**src/rtl/maze_pkg.sv**
```systemverilog
// =============================================================================
// maze_pkg : direction codes, replay state encoding and shared maze sizes
// Rev 1.0
// =============================================================================
`default_nettype none

package maze_pkg;

    localparam int MAZE_DIR_W      = 2;
    localparam int COORD_W_DEFAULT = 4;

    localparam logic [1:0] DIR_UP    = 2'b00;
    localparam logic [1:0] DIR_RIGHT = 2'b01;
    localparam logic [1:0] DIR_LEFT  = 2'b10;
    localparam logic [1:0] DIR_DOWN  = 2'b11;

    typedef enum logic [2:0] {
        ST_IDLE = 3'd0,
        ST_POP  = 3'd1,
        ST_WAIT = 3'd2,
        ST_EMIT = 3'd3,
        ST_DONE = 3'd4
    } replay_state_t;

    // The code set is chosen so that bitwise inversion yields the opposite move.
    function automatic logic [1:0] dir_opposite(input logic [1:0] d);
        return ~d;
    endfunction

endpackage

`default_nettype wire

```
**src/rtl/move_undo.sv**
```systemverilog
// =============================================================================
// move_undo : applies one move (or its inverse) to an X/Y coordinate, modulo 2**COORD_W
// Rev 1.0
// =============================================================================
`default_nettype none

module move_undo
    import maze_pkg::*;
#(
    parameter int COORD_W = COORD_W_DEFAULT,
    parameter int DIR_W   = MAZE_DIR_W,
    parameter bit UNDO    = 1'b1
) (
    input  logic [COORD_W-1:0] x,
    input  logic [COORD_W-1:0] y,
    input  logic [DIR_W-1:0]   dir,
    output logic [COORD_W-1:0] new_x,
    output logic [COORD_W-1:0] new_y,
    output logic               wrap
);

    localparam logic [COORD_W:0] C_ONE = {{COORD_W{1'b0}}, 1'b1};

    logic [1:0]       eff_dir;
    logic [COORD_W:0] ext_x;
    logic [COORD_W:0] ext_y;

    // The extra MSB of each extended coordinate captures carry or borrow.
    always_comb begin
        eff_dir = UNDO ? dir_opposite(dir[1:0]) : dir[1:0];
        ext_x   = {1'b0, x};
        ext_y   = {1'b0, y};
        case (eff_dir)
            DIR_UP:    ext_y = {1'b0, y} - C_ONE;
            DIR_RIGHT: ext_x = {1'b0, x} + C_ONE;
            DIR_LEFT:  ext_x = {1'b0, x} - C_ONE;
            DIR_DOWN:  ext_y = {1'b0, y} + C_ONE;
            default:   ext_x = {1'b0, x};
        endcase
        new_x = ext_x[COORD_W-1:0];
        new_y = ext_y[COORD_W-1:0];
        wrap  = ext_x[COORD_W] | ext_y[COORD_W];
    end

endmodule

`default_nettype wire

```
**src/rtl/path_replay.sv**
```systemverilog
// =============================================================================
// path_replay : drains the direction stack, undoing each move from the goal cell
// Rev 1.0
// =============================================================================
`default_nettype none

module path_replay
    import maze_pkg::*;
#(
    parameter int DIR_W   = MAZE_DIR_W,
    parameter int PTR_W   = 8,
    parameter int COORD_W = COORD_W_DEFAULT
) (
    input  logic               clk,
    input  logic               rst,
    input  logic               start,
    input  logic [COORD_W-1:0] goal_x,
    input  logic [COORD_W-1:0] goal_y,
    input  logic               stk_empty,
    input  logic [DIR_W-1:0]   stk_data,
    output logic               stk_pop,
    output logic               out_valid,
    input  logic               out_ready,
    output logic [COORD_W-1:0] out_x,
    output logic [COORD_W-1:0] out_y,
    output logic [DIR_W-1:0]   out_dir,
    output logic [PTR_W:0]     step_count,
    output logic               busy,
    output logic               done,
    output logic               wrap_err
);

    localparam logic [PTR_W:0] C_STEP_ONE = {{PTR_W{1'b0}}, 1'b1};

    replay_state_t state;
    replay_state_t state_nx;

    logic [COORD_W-1:0] pos_x;
    logic [COORD_W-1:0] pos_y;
    logic [COORD_W-1:0] undo_x;
    logic [COORD_W-1:0] undo_y;
    logic               undo_wrap;
    logic [DIR_W-1:0]   dir_q;
    logic [PTR_W:0]     steps;
    logic               wrap_q;

    move_undo #(
        .COORD_W (COORD_W),
        .DIR_W   (DIR_W),
        .UNDO    (1'b1)
    ) u_move_undo (
        .x     (pos_x),
        .y     (pos_y),
        .dir   (stk_data),
        .new_x (undo_x),
        .new_y (undo_y),
        .wrap  (undo_wrap)
    );

    always_ff @(posedge clk or negedge rst) begin
        if (!rst) begin
            state <= ST_IDLE;
        end else begin
            state <= state_nx;
        end
    end

    // stk_empty in EMIT already reflects the pop issued for the step on display.
    always_comb begin
        state_nx  = state;
        stk_pop   = 1'b0;
        out_valid = 1'b0;
        busy      = 1'b1;
        done      = 1'b0;
        unique case (state)
            ST_IDLE: begin
                busy = 1'b0;
                if (start) begin
                    state_nx = stk_empty ? ST_DONE : ST_POP;
                end
            end
            ST_POP: begin
                stk_pop  = !stk_empty;
                state_nx = stk_empty ? ST_DONE : ST_WAIT;
            end
            ST_WAIT: begin
                state_nx = ST_EMIT;
            end
            ST_EMIT: begin
                out_valid = 1'b1;
                if (out_ready) begin
                    state_nx = stk_empty ? ST_DONE : ST_POP;
                end
            end
            ST_DONE: begin
                done     = 1'b1;
                state_nx = ST_IDLE;
            end
            default: begin
                state_nx = ST_IDLE;
            end
        endcase
    end

    always_ff @(posedge clk or negedge rst) begin
        if (!rst) begin
            pos_x  <= '0;
            pos_y  <= '0;
            dir_q  <= '0;
            steps  <= '0;
            wrap_q <= 1'b0;
        end else begin
            if (state == ST_IDLE && start) begin
                pos_x  <= goal_x;
                pos_y  <= goal_y;
                steps  <= '0;
                wrap_q <= 1'b0;
            end
            if (state == ST_WAIT) begin
                pos_x  <= undo_x;
                pos_y  <= undo_y;
                dir_q  <= stk_data;
                wrap_q <= wrap_q | undo_wrap;
            end
            if (state == ST_EMIT && out_ready) begin
                steps <= steps + C_STEP_ONE;
            end
        end
    end

    assign out_x      = pos_x;
    assign out_y      = pos_y;
    assign out_dir    = dir_q;
    assign step_count = steps;
    assign wrap_err   = wrap_q;

endmodule

`default_nettype wire

```
**config.mk**
```make
export PLATFORM = sky130hd
export DESIGN_NAME = path_replay
export DESIGN_NICKNAME = d
export VERILOG_FILES = /design/src/rtl/maze_pkg.sv /design/src/rtl/move_undo.sv /design/src/rtl/path_replay.sv
export SDC_FILE = /design/constraint.sdc
export NUM_CORES = 1
export LEC_CHECK = 0
export CORE_MARGIN = 5
export CORE_UTILIZATION = 32
export DETAILED_ROUTE_END_ITERATION = 6
export HOLD_SLACK_MARGIN = 0.06
export RECOVER_POWER = 50
export SLEW_MARGIN = 20
export SYNTH_ARGS = -nofsm -noshare
export SYNTH_HDL_FRONTEND = slang
export SYNTH_HIERARCHICAL = 1
export SYNTH_SLANG_ARGS = --single-unit
```
**constraint.sdc**
```tcl
create_clock -name clk -period 2.1 [get_ports clk]
set_input_delay 0.42 -clock clk [delete_from_list [all_inputs] [get_ports clk]]
set_output_delay 0.42 -clock clk [all_outputs]
set_load 0.02 [all_outputs]
```
======== Word-level counts from Yosys, hierarchy flattened ========
Index checks and enable logic that the tools add are counted.
operators by class
  add/sub/neg operators ................... 5
  multipliers ............................. 0
  div/mod/pow operators ................... 0
  $lt $le $gt $ge ......................... 0
  equal/unequal tests ..................... 11
  shift-type cells ........................ 0
  muxes and demuxes ....................... 19
  bitwise operators ....................... 3
  reduce and logical (&&, ||, !) cells .... 10
operators by type and width
  kind                   count
  $pmux W5 S2            2
  $mux W9                2
  $mux W4                4
  $mux W3                4
  $pmux W3 S4            1
  $add A4 B1 Y5 const B  2
  $sub A4 B1 Y5 const B  2
  $add A9 B1 Y9 const B  1
  $eq A3 B2 Y1 const B   2
  $mux W1                6
  $ne A3 B1 Y1 const B   2
  $reduce_and A2 Y1      3
  $eq A2 B2 Y1 const B   2
  $ne A2 B2 Y1 const B   2
  $reduce_bool A2 Y1     2
  $eq A3 B1 Y1 const B   1
  $eq A3 B3 Y1 const B   1
  $logic_not A3 Y1       1
  $eq A2 B1 Y1 const B   1
  $logic_and A1 B1 Y1    2
  $logic_not A2 Y1       1
  $not A2 Y2             1
  $or A1 B1 Y1           2
  $logic_not A1 Y1       1
word-level totals
  register bits after elaboration ......... 23
  latch bits .............................. 0
  RAM bits ................................ 0
  memory bits (read-only) ................. 0
  input bits .............................. 15
  output and inout port bits .............. 24
  memories ................................ 0

======== Longest topological paths before layout ========
Gate-level depths: netlist of the first run.
  word-level depth ........................ 6
  mapped depth ............................ 11
  mapped depth without buffers ............ 10

======== Hierarchy ========
The synthesis of the first run kept the hierarchy.
modules (own cells, without submodules)
  module       instances  cells an instance  area an instance (um^2)
  path_replay  1          126                1177.4
  move_undo    1          53                 400.4

======== Least setup slack after synthesis of the first run ========
Ideal clock, no wire load.
  kind .................................... input -> register
  start point ............................. in stk_data[1]
  end point ............................... reg wrap_q, in the netlist wrap_err
  library setup time ...................... 0.126 ns
  arrival ................................. 1.867 ns
  required time ........................... 1.974 ns
  slack ................................... 0.107 ns
  stages .................................. 10
  buffers on the path ..................... 0
  cell sequence ........................... inv_1 > ha_1 > inv_1 > ha_1 > nor2b_1 > o21a_1 > o21a_1 > o31a_1 > inv_1 > o21ai_0
on the way
  word-level cells in the longest chain between the ends .. 6
  elaborated cells on any way between the ends .. 10
  classes of those cells .................. eq/ne (3); mux (3); bitwise (3); reduce/logical (1)
RTL lines
  what                                  line                text
  start: declaration                    path_replay.sv:20   input logic [DIR_W-1:0] stk_data,
  $not A2 Y2 (*)                        maze_pkg.sv:27      return ~d;
  $eq A2 B2 Y1 (tied with other cells)  move_undo.sv:33     case (eff_dir)
  $pmux W5 S2                           move_undo.sv:33
  $or A1 B1 Y1 (*)                      move_undo.sv:42     wrap = ext_x[COORD_W] | ext_y[COORD_W];
  named net undo_wrap                   path_replay.sv:42   logic undo_wrap;
  $or A1 B1 Y1 (*)                      path_replay.sv:123  wrap_q <= wrap_q | undo_wrap;
  $mux W1 (*)                           path_replay.sv:119  if (state == ST_WAIT) begin
  end signal: assignment                path_replay.sv:123
  end: declaration                      path_replay.sv:45   logic wrap_q;
The timed path passes the listed nets; every way through them passes the cells marked *.
A chain may end at the register's enable or synchronous reset.

======== Worst setup path after layout of the first run ========
  start point ............................. reg state[0]
  end point ............................... out busy
on the way
  word-level cells in the longest chain between the ends .. 2
RTL lines
  what                      line               text
  start: declaration        path_replay.sv:35  replay_state_t state;
  start signal: assignment  path_replay.sv:64  state <= state_nx;
  $logic_not A3 Y1          path_replay.sv:75  unique case (state)
  $mux W1                   path_replay.sv:75
  end: declaration          path_replay.sv:28  output logic busy,
Every way passes these cells.

==> flow_summary.toml, run 1 <==
[run_status]
status = "completed"

[global_route]
grt.total_usage_pct = 12.6
grt_max_degree = 24
antenna_found_initial = 0
grt_pass1_wl_mm = 6.49
grt.overflow.total = 0
grt_pass1_vias = 1378

[timing]
min_period_ps = 2020
drv_slew = 0
finalSetupViolCount = 0
period_share_pct = 96.4
relSlewSlack_pct = 14.8
rsz0062_at_grt = "false"
hold_viol_final = 0
layout_setup_ws_ps = 75.6
clock_skew_ps = 6.20
max_freq_mhz = 494
tightestPinTransition_ps = 1280

[critical_path]
worstReg2RegStart = "state[1]"
cp-end-kind = "primary output"
r2r_slack_ps = 220
path_class = "flip-flop to primary output"
required_ps = 1680
r2r-end = "out_y[2]"
path_max_fanout = 5
start_kind = "flip-flop"
crit_arrival_ps = 1600
rr_worst_depth = 5

[synthesis]
netlist_instances = 179
synth-edff-count = 0
yosys-top-cells-area = "dfrtp_1 (36%), nand2_1 (7.1%), ha_1 (6.3%)"
synth_top_area_share_pct = 36.5
syn_area_per_cell_um2 = 8.81
syn_area_um2 = 1580
ys_seq_area_share_pct = 36.5
synth_warnings = 6
synth_ff_type = "dfrtp_1"
synthArstFlopShare_pct = 100
synth_top_cell_by_area = "dfrtp_1"
ys_ff_latch = 23
synth.most_common_cell = "nand2_1"
synth_fp_nets = 203
ys_top_cells_by_count = "nand2_1 (30), dfrtp_1 (23), a31oi_1 (11), inv_1 (11), nor2_1 (10)"
yosysUniqueCellTypes = 45

[pwr]
p_total_w = 0.00263
pwr-share-seq_pct = 29.6
p_int_w = 0.00152
switching_share_pct = 42.1
leakagePower_nw = 0.943
power_density_nw_per_um2 = 1200
ir_worst_vdd_v = 0.000505
combPwrFrac_pct = 59.7
switchingPower_w = 0.00111
p_clk_share_pct = 10.6

[run]
max_cap_viol_count = 0

[layout]
syn_to_final_growth_pct = 38.5
num-fill-cells = 496
nNetsFinal = 257
antennaDiodeCount = 0
drive_above_1_share_pct = 13.8

[die]
start_util_pct = 33.2
boundaryPins = 39
core_um2 = 4750
placementRows = 25
fp.dieW_um = 80.2
die_area_um2 = 6430
die_h_um = 80.2

[placement]
io_buffers = 38
post-dp-hpwl_mm = 2.81
place_ws_ps = -492
gp_congestion = 0.728

[route]
viasPerCell = 4.74
totalWireLength_mm = 3.71
drcViolationCount = 0
wl_met2_mm = 1.64
wl_per_cell_um = 12.4
dr_total_vias = 1416
highest_layer = "met4"
first_pass_iters = 4
postRouteAntennaNets = 0
drtIter0Drc = 38
wl_met1_mm = 1.87
routed-wl-met3_um = 151

[cts]
cts_made_buffers = 3
post_cts_buffers = 0
htreeDepth = 1
cts.sinks = 23
holdBufCountCts = 0
clockBufferDepth = 2
insertion_delay_ps = 260
cts-root-buf = "clkbuf_8"
cts_tree = "yes"
clk_pin_slew_ps = 90

[hold_path]
hold_depth = 2
hp-start = "stk_data[1]"
min_to = "out_dir[1]"
hold_class = "input port to flip-flop"
placed cells by master, fill, tap and decap left out, types with 3 or more instances in the layout:
cell type / instances
clkdlybuf4s50_1: 32
dfrtp_1: 23
nor2b_1: 3
a31oi_1: 11
xor2_1: 5
ha_1: 5
or3_1: 3
nand2_1: 30
o21ai_0: 8
xnor2_1: 3
a21oi_1: 6
inv_1: 9
mux2_2: 3
dlygate4sd3_1: 3
nor2_1: 10
clkbuf_1: 5
mux2i_1: 3
nand3_1: 6
clkbuf_8: 3
buf_4: 17
how the worst max path moves through the flow:
stage / slack (ps) / endpoint / depth (start not counted) / from
final: 80 / busy / 2 / state[0]
after global routing: 6 / busy / 2 / state[0]
after CTS: -20 / wrap_err / 11 / stk_data[1]
after detailed placement: -490 / wrap_err / 11 / stk_data[0]
after global placement: -440 / wrap_err / 11 / stk_data[0]
after floorplan: 110 / wrap_err / 10 / stk_data[1]
metrics by stage:
stage          setup TNS, ps  instances  hold slack (ps)  instance area, µm²  util, %
2_1_floorplan              0        179              124                1580        -
3_3_place_gp           -1590        295              464                2140     45.0
3_5_place_dp           -1770        295              480                2140     45.0
4_1_cts                -21.2        299              491                2200     46.2
5_1_grt                    0        299              456                2190     46.0
6_report                   0        299              456                2190     46.0
cells by family after synthesis:
kind of cell | count (synthesis) | share of synthesized area, %
flops | 23 | 36.5
fa+ha+maj | 9 | 7.61
simple gates | 73 | 25.2
mux | 6 | 4.04
xor+xnor | 8 | 4.44
compound gates | 39 | 15.7
buf+inv | 21 | 6.50
power by group through the flow:
stage / registers, W / logic [W] / clock network, W
2_1_floorplan: 0.000913 / 0.000834 / 0
3_3_place_gp: 0.000791 / 0.00159 / 0
5_1_grt: 0.000812 / 0.00174 / 0.000317
4_1_cts: 0.000782 / 0.00161 / 0.000293
3_5_place_dp: 0.000787 / 0.00160 / 0
6_report: 0.000778 / 0.00157 / 0.000280
final cells by class:
cell class	count	area [µm²]	share of cell area [%]
inverter	11	41.3	1.89
tap	67	83.8	3.84
clock buffer	4	45.0	2.06
multi-input combinational	135	917	42.0
timing repair buffer	59	523	23.9
sequential	23	576	26.3
layer usage:
| layer | global-route usage [%] | up-vias |
|---|---|---|
| met5 | 0 | - |
| li1 | - | 733 |
| met3 | 2.02 | 5 |
| met1 | 18.2 | 653 |
| met4 | 4.05 | 0 |
| met2 | 19.2 | 25 |
flip-flops by register name, summed over array words and instances (netlist names):
| name | cells |
|---|---|
| wrap_err | 1 |
| state | 3 |
| out_x | 4 |
| out_y | 4 |
| out_dir | 2 |
| step_count | 9 |
timing repair:
action / in CTS / in global routing
resized for setup: 7 / 2
endpoints found under the setup margin: 3 / 3
endpoints found under the hold margin: 0 / 0
gates cloned: 0 / 0
pin swaps: 0 / 1
worst max-delay path: stages (launching register included):
cell             delay, ps
dfrtp_1                420
or3_1                  380
clkdlybuf4s50_1        550
(Power assumes the default switching activity.)
==> inputs of run 2 (changes only) <==
--- a/config.mk
+++ b/config.mk
@@ -10,8 +10,8 @@
 export DETAILED_ROUTE_END_ITERATION = 6
 export HOLD_SLACK_MARGIN = 0.06
 export RECOVER_POWER = 50
+export SKIP_LAST_GASP = 1
 export SLEW_MARGIN = 20
 export SYNTH_ARGS = -nofsm -noshare
 export SYNTH_HDL_FRONTEND = slang
-export SYNTH_HIERARCHICAL = 1
 export SYNTH_SLANG_ARGS = --single-unit
==> run 2 against run 1 <==
- fmax rose by 7.5%
- hold slack better by 13 ps
- critical path depth did not move
- sequential cell count did not move
- combinational power hardly changed
- sequential power grew 0.6%
- register-to-register slack better by 20 ps
- final cell count is 11% lower
- synthesized area is 5.7% lower
- worst setup slack improved by 140 ps
- sequential share of layout area grew 0.66 points
- clock power rose by 5%
==> flow_summary.toml, run 2 <==
[route]
viasPerCell = 4.97
drtIter0Drc = 67
wl_met2_mm = 1.53
highest_layer = "met4"
wl_per_cell_um = 13.3
first_pass_iters = 4
totalWireLength_mm = 3.56
wl_met1_mm = 1.78
dr_total_vias = 1328
postRouteAntennaNets = 0
drcViolationCount = 0
routed-wl-met3_um = 165

[critical_path]
start_kind = "flip-flop"
crit_arrival_ps = 1460
path_max_fanout = 11
cp-end-kind = "primary output"
path_class = "flip-flop to primary output"
required_ps = 1680

[timing]
clock_skew_ps = 3.95
fin_hold_ws_ps = 469
finalSetupViolCount = 0
drv_slew = 0
hold_viol_final = 0
min_period_ps = 1880
tightestPinTransition_ps = 524
period_share_pct = 89.7
relSlewSlack_pct = 65.1
rsz0062_at_grt = "false"
max_freq_mhz = 531

[placement]
gp_congestion = 0.837
io_buffers = 38
post-dp-hpwl_mm = 2.68

[cts]
cts-root-buf = "clkbuf_8"
clk_pin_slew_ps = 90
cts_made_buffers = 3
cts.sinks = 23
insertion_delay_ps = 270
post_cts_buffers = 0
clockBufferDepth = 2
htreeDepth = 1
holdBufCountCts = 0
cts_tree = "yes"

[synthesis]
ys_seq_area_share_pct = 38.7
netlist_instances = 160
synth_warnings = 0
syn_area_per_cell_um2 = 9.30
syn_area_um2 = 1490
synth_fp_nets = 188
synth_top_area_share_pct = 38.7
ys_ff_latch = 23
synth_top_cell_by_area = "dfrtp_1"
yosys-top-cells-area = "dfrtp_1 (39%), ha_1 (10%), a21oi_1 (5.7%)"
synthArstFlopShare_pct = 100
synth.most_common_cell = "dfrtp_1"
yosysUniqueCellTypes = 39
synth_ff_type = "dfrtp_1"
ys_top_cells_by_count = "dfrtp_1 (23), a21oi_1 (17), nand2_1 (14)"
synth-edff-count = 0

[global_route]
antenna_found_initial = 0
grt.total_usage_pct = 12.1
grt_max_degree = 24
grt_pass1_wl_mm = 5.92
grt.overflow.total = 0
grt_pass1_vias = 1255

[die]
boundaryPins = 39
core_um2 = 4440
start_util_pct = 33.5
die_area_um2 = 6110
fp.dieW_um = 78.2
die_h_um = 78.2
placementRows = 24

[layout]
seq_area_um2 = 578
drive_above_1_share_pct = 18.1
largest_reg_flops = 9
final_common_cell = "clkdlybuf4s50_1"
num-fill-cells = 451
nNetsFinal = 244
fin_util_pct = 48.2
layout_common_cells = "clkdlybuf4s50_1 (26), dfrtp_1 (21), buf_4 (17)"
multi_input_area_um2 = 878
syn_to_final_growth_pct = 44.0
antennaDiodeCount = 0

[pwr]
power_density_nw_per_um2 = 1220
ir_worst_vdd_v = 0.000476
leakagePower_nw = 0.963

[hold_path]
hold_class = "flip-flop to flip-flop"

[run_status]
status = "completed"

[run]
max_cap_viol_count = 0
[run 2: metal layers]
layer | vias to the layer above | GRT usage (%)
li1 | 683 | -
met1 | 613 | 16.9
met2 | 27 | 17.3
met3 | 5 | 2.40
met4 | 0 | 6.64
met5 | - | 0
[run 2: cells by family after synthesis]
family,share of synthesized area [%]
and+or+nand+nor,19.1
DFF,38.7
muxes,2.69
adders and majority gates,11.4
AOI/OAI and AO/OA,19.3
xor gates and xnor gates,3.53
buffers and inverters,5.21
[run 2: critical path: stages, from the launching register on]
cell,delay [ps]
dfrtp_2,480
or3_1,380
dlygate4sd2_1,330
[run 2: path summary, 6_finish.rpt]
check	startpoint	slack, ps	end	cells after the start
min	step_count[8]	470	step_count[8]	1
max reg2reg	state[0]	240	out_y[3]	4
min in group asynchronous	rst	560	state[1]	2
max	state[0]	220	busy	2
max in group asynchronous	rst	1280	state[2]	2
min reg2reg	step_count[8]	470	step_count[8]	1
[run 2: what timing repair did]
action                                  4_1_cts  5_1_grt
pin swaps                                     0        2
resized for setup                            10       11
endpoints found under the setup margin        7        6
[run 2: through the flow]
step	setup TNS [ps]	area, µm²	setup slack, ps	total power (W)	cells
floorplan	0	1490	145	0.00171	160
global placement	-1750	2050	-371	0.00231	263
detailed placement	-1980	2050	-419	0.00232	263
CTS	-28.3	2120	-28.3	0.00264	267
global route	0	2140	111	0.00283	267
finish	0	2140	217	0.00261	267
[run 2: final cells by class]
class | instances | share of cell area, %
inverters | 8 | 1.52
repair buffers | 58 | 25.2
well taps | 52 | 3.04
clock inverters | 1 | 0.350
clock buffers | 3 | 1.93
multi-input cells | 122 | 41.0
flip-flops and latches | 23 | 27.0
[run 2: power by group]
part	internal, W	leakage [nW]	total, W	switching (W)
combinational	0.000782	0.653	0.00154	0.000754
sequential	0.000591	0.288	0.000783	0.000192
clock	0.000135	0.0217	0.000294	0.000159
total	0.00151	0.963	0.00261	0.00110
==> patch 1: new RTL, settings of run 2 <==
Set the parameter `PTR_W` to 6 (it was 8).
--- a/src/rtl/path_replay.sv
+++ b/src/rtl/path_replay.sv
@@ -9,5 +9,5 @@
 #(
     parameter int DIR_W   = MAZE_DIR_W,
-    parameter int PTR_W   = 8,
+    parameter int PTR_W   = 6,
     parameter int COORD_W = COORD_W_DEFAULT
 ) (
Interface: changed (resized step_count); port bits go from 39 to 37. The function was not compared with the original's and may differ.
==> patch 1 against run 2 <==
Design area fell by 6.4%. Utilization rose by 0.85 points. Synthesized area fell by 7.7%. Routed wire length rose by 9.8%. Via count fell by 0.53%. Critical path type unchanged. Sequential cell count fell by 2. First-iteration DRC count rose by 15%. Combinational power barely moved. Total power fell by 2.8%. Maximum frequency fell by 7.7%. Largest cell class unchanged. Highest routed layer unchanged. Worst setup slack got worse by 0.16 ns.
==> patch 1: results (changes against run 2) <==
pre_cts_ws_ns: -0.416  # was -0.419 ns
avgRoutedWirePerCell_um: 15.5  # was 13.3 um
syn-instance-count: 151  # was 160
groute.layer.met1.usage: 0.180  # was 0.169
crit_path_end: "out_valid"  # was busy
postSynthNetCount: 179  # was 188
met2_usage: 0.238  # was 0.173
seq_area_frac_synth: 0.383  # was 0.387
powerDensity_mw_per_mm2: 1270  # was 1220 mW/mm^2
first_global_vias: 1345  # was 1255
share_of_layout_cells_above_drive_strength_1: 0.192  # was 0.181
wl_met1_um: 1690  # was 1780 um
status: "complete, no violations"  # unchanged
nFlopsAndLatches: 21  # was 23
clock.fmax_mhz: 490  # was 531 MHz
grt_max_degree: 22  # was 24
global_route.usage.total: 0.142  # was 0.121
clock-skew-final_ns: 0.00389  # was 0.00395 ns
hold_depth: 2  # was 1
wire_length_of_the_first_global_routing_pass_um: 6280  # was 5920 um
worstRegToRegCells: 6  # was 4
multi_input_area_share: 0.422  # was 0.410
hold_start: "out_dir[0]"  # was step_count[8]
totalWireLength_um: 3910  # was 3560 um
placementRows: 23  # was 24
drtIter0Drc: 77  # was 67
place.gp.congestion: 0.822  # was 0.837
nNetsFinal: 232  # was 244
area.growth.synth_to_final_pct: 45.9  # was 44.0%
buffers_excl_clock: 54  # was 58
grt.met3_usage: 0.0237  # was 0.0240
layout.buffer.nonclock.area_share: 0.248  # was 0.252
cp_slowest_cell: "sky130_fd_sc_hd__clkdlybuf4s50_1"  # was sky130_fd_sc_hd__dfrtp_2
synth.top_cells.by_area: "sky130_fd_sc_hd__dfrtp_1 38%, sky130_fd_sc_hd__ha_1 11%, sky130_fd_sc_hd__a21oi_1 5.8%"  # was sky130_fd_sc_hd__dfrtp_1 39%, sky130_fd_sc_hd__ha_1 10%, sky130_fd_sc_hd__a21oi_1 5.7%
comb_multi_in: 117  # was 122
whs_endpoint: "out_dir[0]"  # was step_count[8]
routed_via_density: 5.22  # was 4.97
timing.hold.ws_ns: 0.483  # was 0.469 ns
fillerInstances: 378  # was 451
largest_register_ffs: 7  # was 9
ir_worst_vdd_mv: 0.506  # was 0.476 mV
wl_met2_um: 1930  # was 1530 um
final-clk-cell-share: 0.0225  # was 0.0228
max_incr_delay_on_cp_ns: 0.61  # was 0.48 ns
final.signal_inverter_count: 7  # was 8
timing.reg2reg.setup_slack_ns: 0.30  # was 0.24 ns
dpl_cell_area_mm2: 0.00188  # was 0.00205 mm^2
==> patch 1: cell count changes in the layout (fill, tap and decap cells not counted), sizes merged, moves of 3 or more <==
cell           delta
dlygate4sd3       -4
clkdlybuf4s50     +3
mux2i             -4
o21ai             +5
==> patch 1: critical path: cells and delay by family (launching register included) <==
family	cells	cell delay [ns]
buffers and inverters	2	0.77
flip-flops	1	0.37
AND/OR/NAND/NOR	1	0.21
==> patch 1: cells by family (layout without fill, tap and decap cells) <==
| logic type | after synthesis | count (layout) | share of synthesized area |
|---|---|---|---|
| simple gates | 53 | 53 | 0.196 |
| flops | 21 | 21 | 0.383 |
| xor+xnor | 6 | 6 | 0.0383 |
| buf+inv | 13 | 65 | 0.0510 |
| compound gates | 45 | 45 | 0.209 |
| fa+ha+maj | 13 | 13 | 0.124 |
==> patch 1: what timing repair did <==
action | in CTS | in global routing
pin swaps | 0 | 2
gates cloned | 0 | 0
hold buffers | 0 | 0
setup endpoints to repair | 5 | 5
setup buffers | 0 | 1
gates resized for setup | 7 | 13
==> patch 2: new RTL, settings of run 2 <==
Made on the original files. Reset style: synchronous (`rst`), changed in 2 clocked blocks.
--- a/src/rtl/path_replay.sv
+++ b/src/rtl/path_replay.sv
@@ -58,5 +58,5 @@
     );
 
-    always_ff @(posedge clk or negedge rst) begin
+    always_ff @(posedge clk) begin
         if (!rst) begin
             state <= ST_IDLE;
@@ -103,5 +103,5 @@
     end
 
-    always_ff @(posedge clk or negedge rst) begin
+    always_ff @(posedge clk) begin
         if (!rst) begin
             pos_x  <= '0;
Formal check against the unedited RTL: differs if rst is asserted again (counterexample within 4 cycles, from zero or initial values and one cycle with rst low); with rst held inactive, the same outputs for 10 cycles.
==> patch 2 against run 2 <==
Clock skew fell by 0.0028 ns. Routed wire length increased by 5.1%. Sequential cell count unchanged. Design area is 1.1% lower. Worst setup slack worse by 0.16 ns. Synthesized cell count grew 5.6%. Sequential share of layout area fell by 5.3 points. Synthesized area down 1.5%.
Power is not compared: it rests on default switching activity, and its combinational part moved more than twofold at a synthesized area within 25%.
==> patch 2: results (changes against run 2) <==
status: "complete, no violations"  # unchanged
share_of_layout_cells_above_drive_strength_1: 0.198  # was 0.181
synth.top_cells.by_area: "sky130_fd_sc_hd__dfxtp_1 31%, sky130_fd_sc_hd__ha_1 10%, sky130_fd_sc_hd__a21oi_1 6.1%"  # was sky130_fd_sc_hd__dfrtp_1 39%, sky130_fd_sc_hd__ha_1 10%, sky130_fd_sc_hd__a21oi_1 5.7%
postSynthNetCount: 197  # was 188
synth_compound_gate_area_share: 0.221  # was 0.193
worst_path_dominant_cell_family: "compound AO/OA/AOI/OAI gates"  # was flip-flops
asyncSetResetFlopFracSynth: 0  # was 1.00
synthDistinctLibCells: 53  # was 39
root_buffer: "sky130_fd_sc_hd__clkbuf_8"  # unchanged
seq_area_frac_synth: 0.314  # was 0.387
internal-power_mw: 0.933
synth_adder_area_share: 0.123  # was 0.114
ir_worst_vdd_mv: 0.323
wire_length_of_the_first_global_routing_pass_um: 6380  # was 5920 um
clock_latency_ns: 0.26
path_max_fanout: 4  # was 11
synth.area.mux_share: 0.00683  # was 0.0269
grt_max_degree: 14  # was 24
groute.layer.met1.usage: 0.166  # was 0.169
timing.reg2reg.setup_slack_ns: 0.38  # was 0.24 ns
synth_commonest_cells: "23 x sky130_fd_sc_hd__dfxtp_1, 18 x sky130_fd_sc_hd__a21oi_1, 18 x sky130_fd_sc_hd__nor2_1"  # was 23 x sky130_fd_sc_hd__dfrtp_1, 17 x sky130_fd_sc_hd__a21oi_1, 14 x sky130_fd_sc_hd__nand2_1
cellLeakagePower_nw: 0.876
cts.clk_slew.worst_paths_ns: 0.08
nNetsFinal: 261  # was 244
hold_start: "out_dir[1]"  # was step_count[8]
global_route.usage.total: 0.126  # was 0.121
largest_register_ffs: 9  # unchanged
pre_cts_ws_ns: -0.342  # was -0.419 ns
cp_slowest_cell: "sky130_fd_sc_hd__clkdlybuf4s50_1"  # was sky130_fd_sc_hd__dfrtp_2
timing.slew.headroom: 0.740  # was 0.651
first_global_vias: 1395  # was 1255
synthXorXnorAreaFrac: 0.0538  # was 0.0353
ctsHtreeMaxLevel: 1  # unchanged
totalWireLength_um: 3740  # was 3560 um
met2_usage: 0.211  # was 0.173
drtIter0Drc: 47  # was 67
fillerInstances: 432  # was 451
antenna_cells_inserted: 0  # unchanged
routed_via_density: 5.02  # was 4.97
clock-skew-final_ns: 0.00111  # was 0.00395 ns
whs_endpoint: "out_dir[1]"  # was step_count[8]
grt.met3_usage: 0.0347  # was 0.0240
timing.critical_path.arrival_ns: 2.20  # was 1.46 ns
place.gp.congestion: 0.797  # was 0.837
timing.rr.start: "state[0]"  # unchanged
worst_flop_to_flop_path_endpoint: "wrap_err"  # was out_y[3]
yosys_warnings: 0  # unchanged
hold_depth: 2  # was 1
hpwlAfterDp_um: 3000  # was 2680 um
clk_buf_depth: 2  # unchanged
worstRegToRegCells: 7  # was 4
max_incr_delay_on_cp_ns: 0.43  # was 0.48 ns
hold_path_class: "flop to flop"  # unchanged
[patch 2: cell types whose count changed in the layout (fill, tap and decap cells not counted), sizes merged, moves of 3 or more]
cell and delta:
dfrtp -23, dfxtp +23, buf +6, nor2 +6
a21oi +4, nand3 -4, a211oi +3, a31oi -3
clkdlybuf4s50 +3, dlygate4sd2 -3, dlymetal6s2s -3, mux2i -3
nor3 -3
[patch 2: logic make-up (layout without fill, tap and decap cells)]
| kind of cell | Yosys count | after routing |
|---|---|---|
| AO/OA/AOI/OAI | 50 | 50 |
| XOR/XNOR | 9 | 9 |
| adder cells (fa/ha/maj) | 14 | 14 |
| buffers and inverters | 13 | 76 |
| flip-flops | 23 | 23 |
| multiplexers | 1 | 1 |
| AND/OR/NAND/NOR | 59 | 59 |
[patch 2: routing by layer]
metal  wire length (um)  vias up
met5                  0        -
met4                 12        0
met3                182        2
met2               1800       28
met1               1740      663
li1                   -      733
[patch 2: how the worst max path moves through the flow]
| stage | start | to | slack, ns | cells after the start |
|---|---|---|---|---|
| 3_5_place_dp | stk_data[1] | wrap_err | -0.34 | 10 |
| 5_1_grt | stk_data[0] | wrap_err | -0.02 | 9 |
| 4_1_cts | stk_data[0] | out_x[3] | 0.02 | 8 |
| 3_3_place_gp | stk_data[1] | wrap_err | -0.29 | 10 |
| 2_1_floorplan | stk_data[1] | wrap_err | 0.19 | 9 |
| 6_report | stk_data[1] | wrap_err | 0.06 | 10 |
[patch 2: tightest hold or removal path: stages (launching register included)]
cell and delay (ns):
sky130_fd_sc_hd__dfxtp_1 0.31, sky130_fd_sc_hd__nand2_1 0.05, sky130_fd_sc_hd__a21oi_1 0.05
[patch 2: what timing repair did]
action	CTS	global route
pin swaps	0	1
gates resized for setup	4	9
setup endpoints to repair	3	7
[patch 2: layout make-up]
| class | instances | area (um^2) | share of cell area |
|---|---|---|---|
| clock buffer | 3 | 41.3 | 0.0195 |
| clock inverter | 1 | 5.00 | 0.00236 |
| inverter | 8 | 30.0 | 0.0142 |
| multi-input combinational | 133 | 956 | 0.451 |
| sequential | 23 | 460 | 0.217 |
| tap | 52 | 65.1 | 0.0307 |
| timing repair buffer | 64 | 562 | 0.265 |
[patch 2: power groups by stage]
stage | sequential (mW) | combinational (mW) | clock [mW]
CTS | 0.532 | 0.644 | 0.294
global route | 0.542 | 0.712 | 0.317
detailed placement | 0.541 | 0.641 | 0
global placement | 0.543 | 0.635 | 0
floorplan | 0.577 | 0.338 | 0
finish | 0.533 | 0.646 | 0.280
[patch 2: through the flow]
step	area, um^2	instances	TNS, ns	hold slack (ns)
after floorplan	1470	169	0	0.533
after global placement	2070	280	-1.53	0.451
after detailed placement	2070	280	-1.69	0.452
after CTS	2110	284	0	0.461
after global routing	2120	284	-0.0217	0.484
final	2120	284	0	0.454
